==> config.mk <==
export PLATFORM = sky130hd
export DESIGN_NAME = game_round_controller
export DESIGN_NICKNAME = d
export VERILOG_FILES = /design/src/rtl/game_pkg.sv /design/src/rtl/game_round_controller_card_fetch.sv /design/src/rtl/game_round_controller.sv
export SDC_FILE = /design/constraint.sdc
export NUM_CORES = 1
export LEC_CHECK = 0
export CAP_MARGIN = 20
export CORE_ASPECT_RATIO = 0.7
export CORE_MARGIN = 10
export CORE_UTILIZATION = 45
export CTS_BUF_LIST = sky130_fd_sc_hd__clkbuf_4 sky130_fd_sc_hd__clkbuf_8 sky130_fd_sc_hd__clkbuf_16
export CTS_CLUSTER_SIZE = 20
export DETAILED_ROUTE_END_ITERATION = 8
export HOLD_SLACK_MARGIN = 0.15
export PLACE_DENSITY = 0.73
export SETUP_SLACK_MARGIN = 0.4
export SLEW_MARGIN = 0
export SYNTH_ARGS = -nofsm -noshare
export SYNTH_HDL_FRONTEND = slang
export SYNTH_SLANG_ARGS = --single-unit
==> constraint.sdc <==
create_clock -name clock -period 3.65 [get_ports clock]
set_clock_uncertainty 0.1 [all_clocks]
set_input_delay 0.73 -clock clock [delete_from_list [all_inputs] [get_ports clock]]
set_output_delay 0.73 -clock clock [all_outputs]
set_load 0.03 [all_outputs]
==> src/rtl/game_pkg.sv <==
// Shared types and constants for the card-game round controller and its card fetch sequencer.
package game_pkg;

  localparam int CARD_W  = 4;
  localparam int TOTAL_W = 5;

  localparam logic [TOTAL_W-1:0] BLACKJACK = 5'd21;

  localparam logic [1:0] RES_NONE   = 2'b00;
  localparam logic [1:0] RES_PLAYER = 2'b01;
  localparam logic [1:0] RES_MASTER = 2'b10;
  localparam logic [1:0] RES_PUSH   = 2'b11;

  typedef enum logic [3:0] {
    IDLE, CLEAR, INIT_REQ, INIT_LOAD, INIT_SETTLE, PLAYER_TURN,
    P_REQ, P_LOAD, P_SETTLE, M_REQ, M_LOAD, M_SETTLE, COMPARE, DONE
  } state_t;

  // Bust checks come before the plain comparison, so a busted player loses even if the master also busts.
  function automatic logic [1:0] judge(input logic [TOTAL_W-1:0] p, input logic [TOTAL_W-1:0] m);
    if (p > BLACKJACK)      judge = RES_MASTER;
    else if (m > BLACKJACK) judge = RES_PLAYER;
    else if (p > m)         judge = RES_PLAYER;
    else if (m > p)         judge = RES_MASTER;
    else                    judge = RES_PUSH;
  endfunction

endpackage

==> src/rtl/game_round_controller_card_fetch.sv <==
// card_fetch: request/load/settle handshake with the shared card source; holds the forwarded card
// and steers the one-cycle load strobe to the selected hand.
module card_fetch
  import game_pkg::*;
(
  input  logic              clock,
  input  logic              new_Game_n,
  input  logic              clear_i,
  input  logic              req_i,
  input  logic              load_i,
  input  logic              settle_i,
  input  logic              tgt_master_i,
  input  logic              card_valid_i,
  input  logic [CARD_W-1:0] card_value_i,
  output logic              card_req_o,
  output logic              got_o,
  output logic              ready_p_o,
  output logic              ready_m_o,
  output logic              done_o,
  output logic [CARD_W-1:0] card_o
);

  logic [CARD_W-1:0] card_q, card_d;

  assign card_req_o = req_i;
  assign got_o      = req_i & card_valid_i;
  assign ready_p_o  = load_i & ~tgt_master_i;
  assign ready_m_o  = load_i & tgt_master_i;
  assign done_o     = settle_i;
  assign card_o     = card_q;

  always_comb begin
    card_d = card_q;
    if (clear_i)    card_d = '0;
    else if (got_o) card_d = card_value_i;
  end

  always_ff @(posedge clock or negedge new_Game_n) begin
    if (!new_Game_n) card_q <= '0;
    else             card_q <= card_d;
  end

endmodule

==> src/rtl/game_round_controller.sv <==
// Round sequencer: initial deal, player hit/stand, master draw loop, compare and result hold.
// Optional PLAYER_TIMEOUT_EN adds an idle auto-stand timer in PLAYER_TURN.
module game_round_controller
  import game_pkg::*;
#(
  parameter int INIT_CARDS     = 2,
  parameter int MAX_CARDS      = 8,
  parameter int TIMEOUT_CYCLES = 1024
) (
  input  logic               clock,
  input  logic               new_Game_n,
  input  logic               start,
  input  logic               hit,
  input  logic               stand,
  input  logic               card_valid,
  input  logic [CARD_W-1:0]  card_value,
  input  logic [TOTAL_W-1:0] totalValuePlayer,
  input  logic [TOTAL_W-1:0] totalValueMaster,
  input  logic               finishMaster,
  output logic               card_req,
  output logic [CARD_W-1:0]  cardValue,
  output logic               cardReadyPlayer,
  output logic               cardReadyMaster,
  output logic               round_clear,
  output logic               busy,
  output logic               result_valid,
  output logic [1:0]         result
);

  // state        | meaning
  // CLEAR        | one-cycle accumulator clear, counters zeroed
  // *_REQ/LOAD/SETTLE | card handshake, strobe, total settle (INIT, P, M)
  // PLAYER_TURN  | waits for hit/stand; COMPARE for 1 cycle; DONE holds result

  localparam logic [3:0] MAX_C  = 4'(MAX_CARDS);
  localparam logic [3:0] INIT_C = (INIT_CARDS > MAX_CARDS) ? 4'(MAX_CARDS) : 4'(INIT_CARDS);

  state_t     state_q, state_d, master_next;
  logic [3:0] p_cnt_q, p_cnt_d, m_cnt_q, m_cnt_d;
  logic       tgt_q, tgt_d;
  logic [1:0] result_q, result_d;
  logic       in_req, in_load, in_settle, tgt_master, got, done;
  logic       p_full, m_full, tmo, stand_eff;

`ifdef PLAYER_TIMEOUT_EN
  localparam logic [15:0] TMO_C = 16'(TIMEOUT_CYCLES);
  logic [15:0] idle_q, idle_d;

  always_comb begin
    idle_d = idle_q;
    if (state_q != PLAYER_TURN || hit || stand) idle_d = TMO_C;
    else if (idle_q != '0)                      idle_d = idle_q - 16'd1;
  end

  always_ff @(posedge clock or negedge new_Game_n) begin
    if (!new_Game_n) idle_q <= TMO_C;
    else             idle_q <= idle_d;
  end

  assign tmo = (state_q == PLAYER_TURN) && (idle_q == '0);
`else
  logic unused_timeout_cfg;
  assign unused_timeout_cfg = ^TIMEOUT_CYCLES;
  assign tmo = 1'b0;
`endif

  assign in_req     = state_q inside {INIT_REQ, P_REQ, M_REQ};
  assign in_load    = state_q inside {INIT_LOAD, P_LOAD, M_LOAD};
  assign in_settle  = state_q inside {INIT_SETTLE, P_SETTLE, M_SETTLE};
  assign tgt_master = (state_q inside {M_REQ, M_LOAD, M_SETTLE}) ||
                      ((state_q inside {INIT_REQ, INIT_LOAD, INIT_SETTLE}) && tgt_q);
  assign p_full     = (p_cnt_q == MAX_C);
  assign m_full     = (m_cnt_q == MAX_C);
  assign stand_eff  = stand | tmo;
  assign master_next = (finishMaster || m_full) ? COMPARE : M_REQ;

  card_fetch u_fetch (
    .clock        (clock),
    .new_Game_n   (new_Game_n),
    .clear_i      (state_q == CLEAR),
    .req_i        (in_req),
    .load_i       (in_load),
    .settle_i     (in_settle),
    .tgt_master_i (tgt_master),
    .card_valid_i (card_valid),
    .card_value_i (card_value),
    .card_req_o   (card_req),
    .got_o        (got),
    .ready_p_o    (cardReadyPlayer),
    .ready_m_o    (cardReadyMaster),
    .done_o       (done),
    .card_o       (cardValue)
  );

  always_comb begin
    state_d  = state_q;
    p_cnt_d  = p_cnt_q;
    m_cnt_d  = m_cnt_q;
    tgt_d    = tgt_q;
    result_d = result_q;
    if (in_load && !tgt_master && !p_full) p_cnt_d = p_cnt_q + 4'd1;
    if (in_load && tgt_master && !m_full)  m_cnt_d = m_cnt_q + 4'd1;
    case (state_q)
      IDLE, DONE: if (start) state_d = CLEAR;
      CLEAR: begin
        p_cnt_d  = '0;
        m_cnt_d  = '0;
        tgt_d    = 1'b0;
        result_d = RES_NONE;
        state_d  = INIT_REQ;
      end
      INIT_REQ:  if (got) state_d = INIT_LOAD;
      INIT_LOAD: state_d = INIT_SETTLE;
      INIT_SETTLE: if (done) begin
        if (p_cnt_q >= INIT_C && m_cnt_q >= INIT_C) state_d = PLAYER_TURN;
        else begin
          tgt_d   = ~tgt_q;
          state_d = INIT_REQ;
        end
      end
      // Stand outranks hit, so a simultaneous hit+stand never draws a card.
      PLAYER_TURN: begin
        if (totalValuePlayer > BLACKJACK) state_d = COMPARE;
        else if (totalValuePlayer == BLACKJACK || p_full || stand_eff) state_d = master_next;
        else if (hit) state_d = P_REQ;
      end
      P_REQ:    if (got) state_d = P_LOAD;
      P_LOAD:   state_d = P_SETTLE;
      P_SETTLE: if (done) state_d = PLAYER_TURN;
      M_REQ:    if (got) state_d = M_LOAD;
      M_LOAD:   state_d = M_SETTLE;
      M_SETTLE: if (done) state_d = master_next;
      COMPARE: begin
        result_d = judge(totalValuePlayer, totalValueMaster);
        state_d  = DONE;
      end
      default: state_d = IDLE;
    endcase
  end

  always_ff @(posedge clock or negedge new_Game_n) begin
    if (!new_Game_n) begin
      state_q  <= IDLE;
      p_cnt_q  <= '0;
      m_cnt_q  <= '0;
      tgt_q    <= 1'b0;
      result_q <= RES_NONE;
    end else begin
      state_q  <= state_d;
      p_cnt_q  <= p_cnt_d;
      m_cnt_q  <= m_cnt_d;
      tgt_q    <= tgt_d;
      result_q <= result_d;
    end
  end

  assign round_clear  = (state_q == CLEAR);
  assign busy         = !(state_q inside {IDLE, DONE});
  assign result_valid = (state_q == DONE);
  assign result       = result_q;

endmodule
==> flow_summary.json <==
{
  "die_w_um": 87.65,
  "grt_max_degree": 20,
  "period_share": 0.8518,
  "synth-seq-cells": 19,
  "netlist_area_um2": 1441,
  "clock-sinks": 19,
  "hold_viol": 0,
  "hold_end": "u_fetch.card_o[1]$_DFFE_PN0P_",
  "combinationalPowerShare": 0.564,
  "dr.pass1.iters": 4,
  "syn_nets": 198,
  "area_growth_pct": 26.91,
  "routedWlPerCell_um": 16.34,
  "synthCells": 166,
  "synth-main-ff-cell": "dfrtp_1",
  "drc": 0,
  "ys_types": 50,
  "reg2reg_to": "state_q[3]$_DFFE_PN0P_",
  "hold_depth": 2,
  "ir_drop_v": 0.0005961,
  "syn_avg_cell_area_um2": 8.683,
  "fp-row-count": 17,
  "r2r-start": "state_q[0]$_DFFE_PN0P_",
  "reg2reg_depth": 4,
  "gp_congestion": 0.9486,
  "internal_power_mw": 0.6901,
  "grt_util_all_layers": 0.1307,
  "core_um2": 3105,
  "max_cap_violations": 0,
  "crit_path_start_kind": "flop",
  "critical_path_arrival_ps": 2280,
  "grt_antenna_before_repair": 0,
  "crit_path_max_fanout": 19,
  "clk_path_buf_depth": 2,
  "yosys_warnings": 0,
  "r2r_slack_ps": 1530,
  "switching_share": 0.4820,
  "layout-drive-gt1-share": 0.08163,
  "grt-ovfl-total": 0,
  "power_density_nw_per_um2": 728.3,
  "power_frac_clock": 0.112,
  "place_hpwl_mm": 2.915,
  "stdcell_count": 234,
  "synth_edf_count": 0,
  "rsz0062_at_grt": "false",
  "final-setup-viol-count": 0,
  "dieArea_um2": 5903,
  "postCtsSetupBuffers": 0,
  "die_h_um": 67.35,
  "vias_per_cell": 5.799,
  "start_util": 0.4641,
  "finalMaxSlewViolations": 0,
  "setup_tns_ps": 0,
  "nNetsFinal": 229,
  "io_pins": 33,
  "antenna_left": 0,
  "layout_min_cycle_time_ps": 3109,
  "vias": 1357,
  "clockRootBuffer": "clkbuf_8",
  "p_leak_nw": 0.8221,
  "min_from": "u_fetch.card_o[1]$_DFFE_PN0P_",
  "place_ws_ps": 774.7,
  "regArea_um2": 476.7,
  "htree_levels": 1,
  "fillers": 275,
  "cts_tree": "done",
  "pwr-share-seq": 0.324,
  "worst_pin_slew_ps": 886.4,
  "io_buffers": 32,
  "antennaDiodeCount": 0,
  "cp.required_ps": 2820,
  "status": "finished clean",
  "hp-class": "reg -> reg",
  "setup_ws_ps": 540.9,
  "grt_first_pass_wirelength_mm": 6.237,
  "ys_seq_area_frac": 0.3299,
  "numCtsBuffers": 3,
  "endpoint_kind": "output port",
  "async_flop_share": 1.000,
  "grt_pass1_vias": 1255,
  "dp.cells": 230,
  "critical_path_class": "reg -> out",
  "clk_pin_slew_worst_paths_ps": 70,
  "slew_headroom": 0.4072,
  "insertion_delay_ps": 260,
  "wirelength_mm": 3.823,
  "power_switching_mw": 0.6422,
  "multi_input_area_um2": 870.8,
  "clock.fmax_ghz": 0.3216,
  "drtIter0Drc": 94
}
kinds of logic after synthesis:
kind of cell    Yosys count  share of synthesized area
simple gates             63                     0.2344
compound gates           41                     0.2196
buf+inv                  24                    0.06944
flops                    19                     0.3299
fa+ha+maj                11                    0.09548
xor+xnor                  6                    0.03646
mux                       2                    0.01476
metrics by stage:
stage          area [um^2]  hold WS [ps]  total power, mW    util
2_1_floorplan         1441         334.4           0.9424       -
3_3_place_gp          1777         392.7            1.138  0.5721
3_5_place_dp          1777         405.3            1.163  0.5721
4_1_cts               1823         422.2            1.323  0.5870
5_1_grt               1829         437.3            1.437  0.5890
6_report              1829         415.7            1.332  0.5890
power groups by stage:
stage	Clock, mW	Combinational (mW)	Sequential, mW
final	0.149	0.751	0.432
after global routing	0.163	0.830	0.445
after floorplan	0	0.553	0.389
after CTS	0.152	0.747	0.424
after detailed placement	0	0.736	0.427
after global placement	0	0.717	0.421
repair_timing:
action | 4_1_cts | 5_1_grt
endpoints found under the setup margin | 0 | 2
hold buffers | 0 | 0
resized for setup | 0 | 2
cell usage in the layout (no fill, tap or decap), types with 4 or more instances in the layout:
master / n
clkdlybuf4s50_1: 32
ha_1: 11
a21oi_1: 8
inv_2: 4
nor2_1: 15
dfrtp_1: 18
xor2_1: 4
nand2_1: 13
nand2b_1: 4
nand3_1: 7
o21ai_1: 7
inv_1: 14
nor3_1: 4
how the worst max path moves through the flow:
stage	startpoint	endpoint	slack, ps
2_1_floorplan	state_q[3]$_DFFE_PN0P_	card_req	1320
6_report	state_q[0]$_DFFE_PN0P_	busy	540
4_1_cts	state_q[2]$_DFFE_PN0P_	round_clear	490
3_3_place_gp	state_q[2]$_DFFE_PN0P_	round_clear	860
3_5_place_dp	state_q[2]$_DFFE_PN0P_	round_clear	770
5_1_grt	state_q[0]$_DFFE_PN0P_	cardReadyPlayer	400
worst max-delay path: stages, from the launching register on:
cell and delay, ps:
dfrtp_1 680, inv_1 300, nor2_1 300, o21ai_1 130
clkdlybuf4s50_1 610
sequential cells by signal, summed over array words and instances, names as in the netlist:
| name | cells |
|---|---|
| m_cnt_q | 4 |
| p_cnt_q | 4 |
| state_q | 4 |
| u_fetch.card_o | 4 |
| result | 2 |
| tgt_q | 1 |
layer usage:
metal  track usage  share of wire
met5             0              0
met4       0.02579         0.0094
met3       0.04327          0.076
met2        0.2020           0.45
met1        0.1745           0.46
final cells by class:
type | count | area share
Inverter | 18 | 0.03694
Clock inverter | 1 | 0.002736
Clock buffer | 3 | 0.02257
Timing Repair Buffer | 32 | 0.1751
Sequential cell | 19 | 0.2606
Multi-Input combinational cell | 123 | 0.4761
Tap cell | 38 | 0.02599
cells in the mapped netlist, types with 3 or more instances:
master | number | area share
or3_1 | 3 | 0.013
ha_1 | 11 | 0.095
nor2_1 | 15 | 0.039
inv_2 | 4 | 0.010
nor3_1 | 4 | 0.014
nor2b_1 | 3 | 0.013
nand2_1 | 13 | 0.034
inv_1 | 14 | 0.036
nand3_1 | 8 | 0.028
dfrtp_1 | 19 | 0.33
nand2b_1 | 4 | 0.017
clkbuf_1 | 3 | 0.0078
xor2_1 | 4 | 0.024
a21o_1 | 3 | 0.016
o21ai_1 | 7 | 0.024
a21oi_1 | 8 | 0.028
Note: power is estimated with default switching activity, not from simulation.
